## config.mk

```make
export PLATFORM = sky130hd
export DESIGN_NAME = mux4_rr_arbiter_flat
export DESIGN_NICKNAME = d
export VERILOG_FILES = /design/src/rtl/mux4_rr_arbiter_pkg.sv /design/src/rtl/mux4_rr_arbiter_if.sv /design/src/rtl/mux4_rr_arbiter_rr_pick4.sv /design/src/rtl/mux4_rr_arbiter.sv /design/src/flat_wrapper.sv
export SDC_FILE = /design/constraint.sdc
export NUM_CORES = 1
export LEC_CHECK = 0
export ABC_AREA = 1
export CORE_MARGIN = 4
export CORE_UTILIZATION = 52
export CTS_CLUSTER_DIAMETER = 200
export CTS_CLUSTER_SIZE = 10
export DETAILED_ROUTE_END_ITERATION = 10
export PLACE_DENSITY_LB_ADDON = 0.05
export SYNTH_ARGS = -nofsm -noshare
export SYNTH_HDL_FRONTEND = slang
export SYNTH_SLANG_ARGS = --single-unit
export TNS_END_PERCENT = 30
```

## constraint.sdc

```tcl
create_clock -name clk -period 2.8 [get_ports clk]
set_input_delay 0.56 -clock clk [delete_from_list [all_inputs] [get_ports clk]]
set_output_delay 0.56 -clock clk [all_outputs]
set_load 0.01 [all_outputs]
```

## src/rtl/mux4_rr_arbiter_pkg.sv

```systemverilog
// ---------------------------------------------------------------------------
// mux4_arb_pkg
// Shared types and helpers for the 4-input round-robin mux arbiter.
//   NUM_REQ     : number of requesters / mux inputs (4)
//   IDX_W       : width of a requester index (2)
//   arb_state_t : arbiter FSM states IDLE / GRANT / GAP
//   wrap_inc()  : index increment that wraps 3 -> 0
//   onehot()    : index to one-hot request vector
// ---------------------------------------------------------------------------
package mux4_arb_pkg;

    localparam int NUM_REQ = 4;
    localparam int IDX_W   = 2;

    typedef logic [IDX_W-1:0]   idx_t;
    typedef logic [NUM_REQ-1:0] req_vec_t;

    typedef enum logic [1:0] {
        IDLE  = 2'd0,
        GRANT = 2'd1,
        GAP   = 2'd2
    } arb_state_t;

    // The index width exactly covers NUM_REQ, so natural overflow is the wrap.
    function automatic idx_t wrap_inc(input idx_t i);
        return i + idx_t'(1);
    endfunction

    function automatic req_vec_t onehot(input idx_t i);
        req_vec_t v;
        v    = '0;
        v[i] = 1'b1;
        return v;
    endfunction

endpackage

```

## src/rtl/mux4_rr_arbiter_if.sv

```systemverilog
// ---------------------------------------------------------------------------
// mux4_rr_arbiter_if
// Request / grant / select bundle between the requesters and the arbiter.
//   req       : request per mux input (req[k] owns input i<k>)
//   gnt       : one-hot grant or all-zero
//   s1, s0    : mux selects, {s1,s0} = granted index
//   sel_valid : selects reflect a live grant
//   preempt   : one-cycle pulse after a hold-limit forced release
// Modports: master = requester side, slave = arbiter side.
// ---------------------------------------------------------------------------
interface mux4_rr_arbiter_if;
    import mux4_arb_pkg::*;

    req_vec_t req;
    req_vec_t gnt;
    logic     s0;
    logic     s1;
    logic     sel_valid;
    logic     preempt;

    modport master (output req, input gnt, s0, s1, sel_valid, preempt);
    modport slave  (input req, output gnt, s0, s1, sel_valid, preempt);

endinterface

```

## src/rtl/mux4_rr_arbiter_rr_pick4.sv

```systemverilog
// ---------------------------------------------------------------------------
// rr_pick4
// Purely combinational round-robin picker. Scans req starting at ptr and
// moving upward modulo 4; the first set bit is reported.
//   req[3:0] : request vector
//   ptr[1:0] : search start index
//   found    : at least one request is set
//   idx[1:0] : winning index (equals ptr when nothing is found)
// ---------------------------------------------------------------------------
module rr_pick4
    import mux4_arb_pkg::*;
(
    input  req_vec_t req,
    input  idx_t     ptr,
    output logic     found,
    output idx_t     idx
);

    always_comb begin
        idx_t cand;
        // NOTE: every variable written here gets a default first so that no
        // path through the loop leaves one unassigned and infers a latch.
        found = 1'b0;
        idx   = ptr;
        cand  = ptr;
        for (int i = 0; i < NUM_REQ; i++) begin
            cand = ptr + idx_t'(i);
            if (!found && req[cand]) begin
                found = 1'b1;
                idx   = cand;
            end
        end
    end

endmodule

```

## src/rtl/mux4_rr_arbiter.sv

```systemverilog
// ---------------------------------------------------------------------------
// mux4_rr_arbiter
// Round-robin arbiter and select controller for a shared 4:1 single-bit mux.
// Grants one requester at a time, drives the mux selects to the owner, and
// inserts a one-cycle break-before-make GAP between owners. All outputs are
// registered; the selects only move on entry to GRANT.
//   clk   : rising-edge clock
//   rst_n : synchronous active-low reset
//   bus   : mux4_rr_arbiter_if.slave (req in; gnt, s1, s0, sel_valid,
//           preempt out)
// Parameter HOLD_MAX (2..255): max consecutive grant cycles per owner.
// Optional feature macro: MUX4_ARB_HOLD_LIMIT_EN enables the hold-limit
// counter and the preempt pulse; without it grants last until release.
// ---------------------------------------------------------------------------
module mux4_rr_arbiter
    import mux4_arb_pkg::*;
#(
    parameter int HOLD_MAX = 8
) (
    input logic              clk,
    input logic              rst_n,
    mux4_rr_arbiter_if.slave bus
);

    if (HOLD_MAX < 2 || HOLD_MAX > 255) begin : g_bad_hold_max
        $error("HOLD_MAX must be in 2..255");
    end

    arb_state_t state_q, state_d;
    idx_t       owner_q, owner_d;
    idx_t       ptr_q, ptr_d;
    req_vec_t   gnt_q;
    logic       sel_valid_q;
    logic       pick_found;
    idx_t       pick_idx;

    rr_pick4 u_pick (
        .req   (bus.req),
        .ptr   (ptr_q),
        .found (pick_found),
        .idx   (pick_idx)
    );

`ifdef MUX4_ARB_HOLD_LIMIT_EN
    localparam logic [7:0] HOLD_LAST = 8'(HOLD_MAX - 1);
    logic [7:0] hold_cnt_q;
    logic       preempt_q;
    logic       force_rel;
`endif

    always_comb begin
        state_d = state_q;
        owner_d = owner_q;
        ptr_d   = ptr_q;
`ifdef MUX4_ARB_HOLD_LIMIT_EN
        force_rel = 1'b0;
`endif
        case (state_q)
            IDLE, GAP: begin
                if (pick_found) begin
                    state_d = GRANT;
                    owner_d = pick_idx;
                end else begin
                    state_d = IDLE;
                end
            end
            GRANT: begin
                if (!bus.req[owner_q]) begin
                    state_d = GAP;
                    ptr_d   = wrap_inc(owner_q);
                end
`ifdef MUX4_ARB_HOLD_LIMIT_EN
                else if (hold_cnt_q == HOLD_LAST) begin
                    state_d   = GAP;
                    ptr_d     = wrap_inc(owner_q);
                    force_rel = 1'b1;
                end
`endif
            end
            default: state_d = IDLE;
        endcase
    end

    // NOTE: state and outputs use non-blocking assignments so every register
    // samples the pre-edge values, independent of statement order.
    always_ff @(posedge clk) begin
        // NOTE: reset is synchronous; it is just the highest-priority branch
        // of the clocked update, so it also applies mid-grant.
        if (!rst_n) begin
            state_q     <= IDLE;
            owner_q     <= '0;
            ptr_q       <= '0;
            gnt_q       <= '0;
            sel_valid_q <= 1'b0;
        end else begin
            state_q     <= state_d;
            owner_q     <= owner_d;
            ptr_q       <= ptr_d;
            gnt_q       <= (state_d == GRANT) ? onehot(owner_d) : '0;
            sel_valid_q <= (state_d == GRANT);
        end
    end

`ifdef MUX4_ARB_HOLD_LIMIT_EN
    // Counter is zero on the entry edge and counts each cycle spent in GRANT.
    always_ff @(posedge clk) begin
        if (!rst_n) begin
            hold_cnt_q <= '0;
            preempt_q  <= 1'b0;
        end else begin
            hold_cnt_q <= (state_q == GRANT) ? hold_cnt_q + 8'd1 : 8'd0;
            preempt_q  <= force_rel;
        end
    end

    assign bus.preempt = preempt_q;
`else
    assign bus.preempt = 1'b0;
`endif

    // owner_q only changes on entry to GRANT, so it doubles as the select
    // register and holds the previous owner through GAP and IDLE.
    assign bus.gnt       = gnt_q;
    assign bus.s1        = owner_q[1];
    assign bus.s0        = owner_q[0];
    assign bus.sel_valid = sel_valid_q;

endmodule

```

## src/flat_wrapper.sv

```systemverilog
// flat-port wrapper written by rule: the top's interface ports become plain ports
module mux4_rr_arbiter_flat import mux4_arb_pkg::*;
#(
    parameter int HOLD_MAX = 8
)
  (clk, rst_n, bus_req, bus_gnt, bus_s0, bus_s1, bus_sel_valid, bus_preempt);
  mux4_rr_arbiter_if bus_i ();
  input logic clk;
  input logic rst_n;
  input wire logic [$bits(bus_i.req)-1:0] bus_req;
  output wire logic [$bits(bus_i.gnt)-1:0] bus_gnt;
  output wire logic [$bits(bus_i.s0)-1:0] bus_s0;
  output wire logic [$bits(bus_i.s1)-1:0] bus_s1;
  output wire logic [$bits(bus_i.sel_valid)-1:0] bus_sel_valid;
  output wire logic [$bits(bus_i.preempt)-1:0] bus_preempt;
  assign bus_i.req = bus_req;
  assign bus_gnt = bus_i.gnt;
  assign bus_s0 = bus_i.s0;
  assign bus_s1 = bus_i.s1;
  assign bus_sel_valid = bus_i.sel_valid;
  assign bus_preempt = bus_i.preempt;
  mux4_rr_arbiter #(.HOLD_MAX(HOLD_MAX)) u_core (.clk(clk), .rst_n(rst_n), .bus(bus_i));
endmodule
```

* Word level (Yosys, flattened, before mapping) *
Cells that the tools add are included.

cells by class
  $add $sub $neg = 4
  multipliers = 0
  divide/modulo/power cells = 0
  magnitude comparators = 7
  equal/unequal tests = 3
  shift operators = 0
  muxes and demuxes = 24
  bitwise operators = 1
  reductions and logical operators = 11

operators with widths
  operator                                                            count
  < comparator 2 x 3 -> 1 bit (second input constant)                 6
  two-way mux 2 bit                                                   6
  two-way mux 1 bit                                                   11
  binary-select mux 1 bit (select 2 bit)                              5
  adder 2 x 1 -> 2 bit (second input constant)                        2
  adder 2 bit (second input constant)                                 2
  == test 2 x 1 -> 1 bit (second input constant)                      2
  logical AND 1 bit                                                   4
  one-hot mux 2 bit (2 select lines)                                  1
  AND reduction 2 bit                                                 2
  zero test 1 bit                                                     3
  demux 1 bit (select 2 bit)                                          1
  == test 2 bit (second input constant)                               1
  greater-or-equal comparator 2 x 1 -> 1 bit (second input constant)  1
  zero test 2 bit                                                     1
  OR reduction 2 bit                                                  1
  inverter 1 bit                                                      1

storage, ports and cells
  bits in registers = 11
  latch bits = 0
  RAM bits = 0
  bits in read-only memories = 0
  output and inout bits = 8
  word-level logic and storage cells = 55
  memories = 0

* Logic depth before layout (Yosys ltp) *
  word-level depth = 18
  gate-level depth with buffers = 14

* Hierarchy *
Synthesis repeated with hierarchy kept, for this count alone.

unflattened totals
  cell total of the unflattened synthesis = 121
  area, all modules = 767.0 µm²

modules (own cells, without submodules)
  module           times used  cells an instance  area each (µm²)  seq. area each (µm²)
  mux4_rr_arbiter  1           58                 484.2            220.2
  rr_pick4         1           63                 282.8            0.0

* Worst setup path before layout *
Ideal clock, no wire load.

  path type = input to register
  from = input bus_req[0]
  to = register u_core.gnt_q[0] (netlist: u_core.bus.gnt[0])
  library setup time = 0.117 ns
  arrival = 1.393 ns
  setup slack = 1.290 ns
  stages on the path = 12
  buffers on the path = 0
  cell sequence = inv_1 nand2_1 nand2_1 nand2_2 nand2_4 nand2_4 o21ai_4 inv_2 nand2_1 nand2_1 nand2_1 nor2_1

between the ends
  cells in the longest elaborated chain, start to end = 18
  elaborated cells on any way between the ends = 35
  classes of those cells = order compare: 2; eq/ne: 1; mux: 24; reduce/logical: 8

ends and longest elaborated chain
  element                                                                                                                 line                            text
  from (decl)                                                                                                             flat_wrapper.sv:10              input wire logic [$bits(bus_i.req)-1:0] bus_req;
  binary-select mux 1 bit (select 2 bit)                                                                                  mux4_rr_arbiter_rr_pick4.sv:28  if (!found && req[cand]) begin
  two-way mux 1 bit (not written as such)                                                                                 mux4_rr_arbiter_rr_pick4.sv:28
  two-way mux 1 bit                                                                                                       mux4_rr_arbiter_rr_pick4.sv:28
  zero test 1 bit                                                                                                         mux4_rr_arbiter_rr_pick4.sv:28
  logical AND 1 bit                                                                                                       mux4_rr_arbiter_rr_pick4.sv:28
  two-way mux 1 bit                                                                                                       mux4_rr_arbiter_rr_pick4.sv:28
  zero test 1 bit                                                                                                         mux4_rr_arbiter_rr_pick4.sv:28
  logical AND 1 bit                                                                                                       mux4_rr_arbiter_rr_pick4.sv:28
  [2 not listed]                                                                                                          n/a
  logical AND 1 bit                                                                                                       mux4_rr_arbiter_rr_pick4.sv:28
  two-way mux 2 bit / two-way mux 1 bit (equally long branches)                                                           mux4_rr_arbiter_rr_pick4.sv:28
  two-way mux 2 bit                                                                                                       mux4_rr_arbiter.sv:60           if (pick_found) begin
  two-way mux 2 bit                                                                                                       mux4_rr_arbiter.sv:58           case (state_q)
  < comparator 2 x 3 -> 1 bit (not written as such) / greater-or-equal comparator 2 x 1 -> 1 bit (equally long branches)  mux4_rr_arbiter_pkg.sv:32       v[i] = 1'b1;
  logical AND 1 bit (not written as such)                                                                                 mux4_rr_arbiter_pkg.sv:32
  two-way mux 1 bit (not written as such)                                                                                 mux4_rr_arbiter_pkg.sv:32
  demux 1 bit (select 2 bit)                                                                                              n/a
  to (signal assigned)                                                                                                    mux4_rr_arbiter.sv:99           gnt_q <= (state_d == GRANT) ? onehot(owner_d) : '0;
  to (decl)                                                                                                               mux4_rr_arbiter.sv:32           req_vec_t gnt_q;

Several ways; a longest one is shown, not always the timed one. The select of a mux whose other input is x is not followed.
A chain may end at the register's enable or synchronous reset.

* Worst setup path in the final report *
  from = register u_core.ptr_q[0]
  to = register u_core.gnt_q[0] (netlist: u_core.bus.gnt[0])

between the ends
  cells in the longest elaborated chain, start to end = 18
  elaborated cells on any way between the ends = 35
  classes of those cells = add/sub: 3; order compare: 2; eq/ne: 1; mux: 21; reduce/logical: 8

ends and longest elaborated chain
  element                                                        line                   text
  from (decl)                                                    mux4_rr_arbiter.sv:31  idx_t ptr_q, ptr_d;
  from (signal assigned)                                         mux4_rr_arbiter.sv:98  ptr_q <= ptr_d;
  branches (longest 18 deep; another with adder 2 x 1 -> 2 bit)  n/a

Parallel ways; which one is timed is not known. The select of a mux whose other input is x is not followed.

==> metrics.md <==
| Metric | Value |
|---|---|
| Max incr delay on CP | 0.60 ns |
| Share of cells above drive strength 1 | 0.185 |
| Crit share post-route | 0.665 |
| Total leakage power | 0.407 nW |
| Port bufs | 12 |
| Dpl hpwl | 1.05 mm |
| Clock Tree Root | clkbuf_4 |
| Crit Path Category | flop to flop |
| Number of remaining DRC errors | 0 |
| Min Tclk post-route | 1.86 ns |
| Sink Count | 11 |
| VDD IR max | 0.579 mV |
| H-tree depth | 1 |
| Metal3 WL | 91 µm |
| Number of cells on the worst hold path | 3 |
| Die area | around 2000 µm² |
| DRT antenna net count | 0 |
| Clock-pin slew on the worst setup and hold paths | 0.07 ns |
| Seq cells post-synth | 11 |
| Crit-path most repeated cell | nand2_1 |
| Netlist cell types | 20 |
| Nets@finish | between 100 and 150 |
| Max layer used | met3 |
| Post-synthesis sequential area ratio | 0.322 |
| Unrepaired setup endpoints after global routing | false |
| CP max-delay cell | dfxtp_1 |
| CP Cell Sequence | inv_2, nand2_1, nand2_1, nor2_4, nand2_4, o21ai_4, inv_2, nand2_1, nand2_1, nand2_1, nor2_1 |
| Worst EP arrival | 2.02 ns |
| Max-cap violations | 0 |
| DR vias | 659 |
| Die Y | 44.2 µm |
| Crit. End Element | flop |
| Core area | 1170 µm² |
| PnR worst setup slack | ~0.94 ns |
| Bufs and invs on worst path | 2 |
| Final setup TNS | 0 ns |
| Worst Skew | between 0.001 and 0.0015 ns |
| Routability cong. | roughly 0.82 |
| WL met2 | about 540 µm |
| Initial Utilization | 0.583 |
| CTS tree | yes |
| Status | complete, no violations |
| Worst r2r src | u_core.ptr_q[0] |
| First-pass GRT wire length | approximately 2.2 mm |
| Total GRT Usage | 0.149 |
| PostCTS Resize Cnt | 0 |
| WL/cell | 9.69 µm |
| ANT cells | 0 |
| Hold WS | 0.571 ns |
| Grt ovf | 0 |
| Area Growth Syn to Fin | 21.2% |
| Warnings from Yosys | 0 |
| Number of iterations in the first detailed-routing pass | 4 |
| CTS Buf Count | 3 |
| Worst-case reg-to-reg path depth | 11 |
| # hold bufs at CTS | 0 |
| Cells after synthesis | about 110 |
| R2r endpoint | u_core.bus.gnt[0] |
| Clk buf depth | 2 |
| Post-Syn Area per Cell | 6.51 µm² |
| Hold Fails Final Rpt | 0 |
| Mapped cell area | 683 µm² |
| Slew Limit Fails | 0 |
| Hold Startpoint | u_core.state_q[1] |
| CP delay by family, top | simple AND/OR/NAND/NOR gates |
| Cell Pwr Density | around 1100 nW/µm² |
| Die Wd | 44.2 µm |
| Fin util | 0.707 |
| Min-delay worst type | flop to flop |
| Startpoint Class | flop |
| Dpl ws | 0.667 ns |
| Post-CTS Setup Inserts | 0 |
| Critical path fanouts, max | 11 |
| Final wirelength | 1.29 mm |
| Largest net degree at the start of global routing | 12 |
| Met1 Wirelength | about 650 µm |
| Synth Net Count | 111 |
| Data required, critical path | 2.96 ns |
| Initial drt markers | 8 |
| Vias in the first global route | 532 |
| Antenna violations before repair | 0 |
| R2R Setup Slk | 0.94 ns |
| Hold Path End | u_core.state_q[1] |
| Num ports | 14 |
| Clk Latency, worst-skew pair | 0.26 ns |
| Num rows | 12 |
| Vias/cell | 4.95 |
| Number of setup violations in the final report | 0 |
| Fmax | roughly 0.54 GHz |
power breakdown:
part / switching [mW] / internal [mW] / leakage (nW)
clock network: 0.0499 / 0.0551 / 0.0150
registers: 0.0508 / 0.211 / 0.0906
logic: 0.300 / 0.204 / 0.302
total: 0.401 / 0.470 / 0.407
synth_stat cells:
| cell | number | area (µm²) |
|---|---|---|
| nand2_1 | 36 | 135 |
| dfxtp_1 | 11 | 220 |
| nand2_2 | 9 | 56.3 |
| inv_1 | 8 | 30.0 |
| nand3_1 | 8 | 40.0 |
| nor2_1 | 8 | 30.0 |
| a21oi_1 | 5 | 25.0 |
| inv_2 | 4 | 15.0 |
| o21ai_0 | 4 | 20.0 |
| nand2_4 | 2 | 22.5 |
| a21boi_1 | 1 | 7.51 |
| a21oi_2 | 1 | 8.76 |
| buf_4 | 1 | 7.51 |
| buf_6 | 1 | 11.3 |
| conb_1 | 1 | 3.75 |
| nor2_4 | 1 | 11.3 |
| o21ai_1 | 1 | 5.00 |
| o21ai_2 | 1 | 8.76 |
| o21ai_4 | 1 | 16.3 |
| xor2_1 | 1 | 8.76 |
area by class of cell:
type                       instances  area, µm²
multi-input combinational         80        399
fill                             106        343
sequential                        11        220
timing repair buffer              12        120
inverter                          12       45.0
clock buffer                       4       26.3
tap                               14       17.5
cell usage in the layout, fill, tap and decap left out, drive strengths merged:
cell and instances:
clkbuf 4, nand3 8, a21oi 6, dfxtp 11
nor2 9, a21boi 1, xor2 1, clkdlybuf4s50 12
o21ai 7, nand2 47, inv 12, conb 1
sequential cells by signal, indices dropped and copies added, names as in the netlist:
name and cells:
u_core.bus.sel_valid 1, u_core.state_q 2, u_core.bus.gnt 4, u_core.ptr_q 2, u_core.owner_q 2
layer usage:
metal | up-vias | GRT usage
met5 | - | 0
met4 | 0 | 0.0181
met3 | 0 | 0.0732
met2 | 19 | 0.227
met1 | 286 | 0.195
li1 | 354 | -
worst reg2reg max path, cell delays in order, from the launching register on:
cell,delay (ns)
dfxtp_1,0.60
inv_2,0.19
nand2_1,0.12
nand2_1,0.08
nor2_4,0.15
nand2_4,0.07
o21ai_4,0.21
inv_2,0.04
nand2_1,0.08
nand2_1,0.08
nand2_1,0.09
nor2_1,0.05
kinds of logic after synthesis:
logic type | count (synthesis) | synth area share
xor+xnor | 1 | 0.0128
buf+inv | 14 | 0.0934
other cells | 1 | 0.00549
simple gates | 64 | 0.432
compound gates | 14 | 0.134
flops | 11 | 0.322
how the worst max path moves through the flow:
stage / from / endpoint / slack (ns) / depth (start not counted)
after detailed placement: bus_req[1] / u_core.bus.gnt[0] / 0.67 / 12
after global routing: u_core.ptr_q[0] / u_core.bus.gnt[2] / 0.73 / 12
after CTS: u_core.ptr_q[0] / u_core.bus.gnt[0] / 0.94 / 11
after floorplan: bus_req[0] / u_core.bus.gnt[0] / 1.29 / 12
after global placement: bus_req[1] / u_core.bus.gnt[0] / 0.73 / 12
final: u_core.ptr_q[0] / u_core.bus.gnt[0] / 0.94 / 11
per-stage QoR:
stage	area (µm²)	instances	power, mW
finish	828	133	0.871
global route	828	133	0.956
CTS	828	133	0.878
detailed placement	802	129	0.770
global placement	802	129	0.759
floorplan	683	105	0.632
No activity file was read; power rests on OpenSTA's default activity.
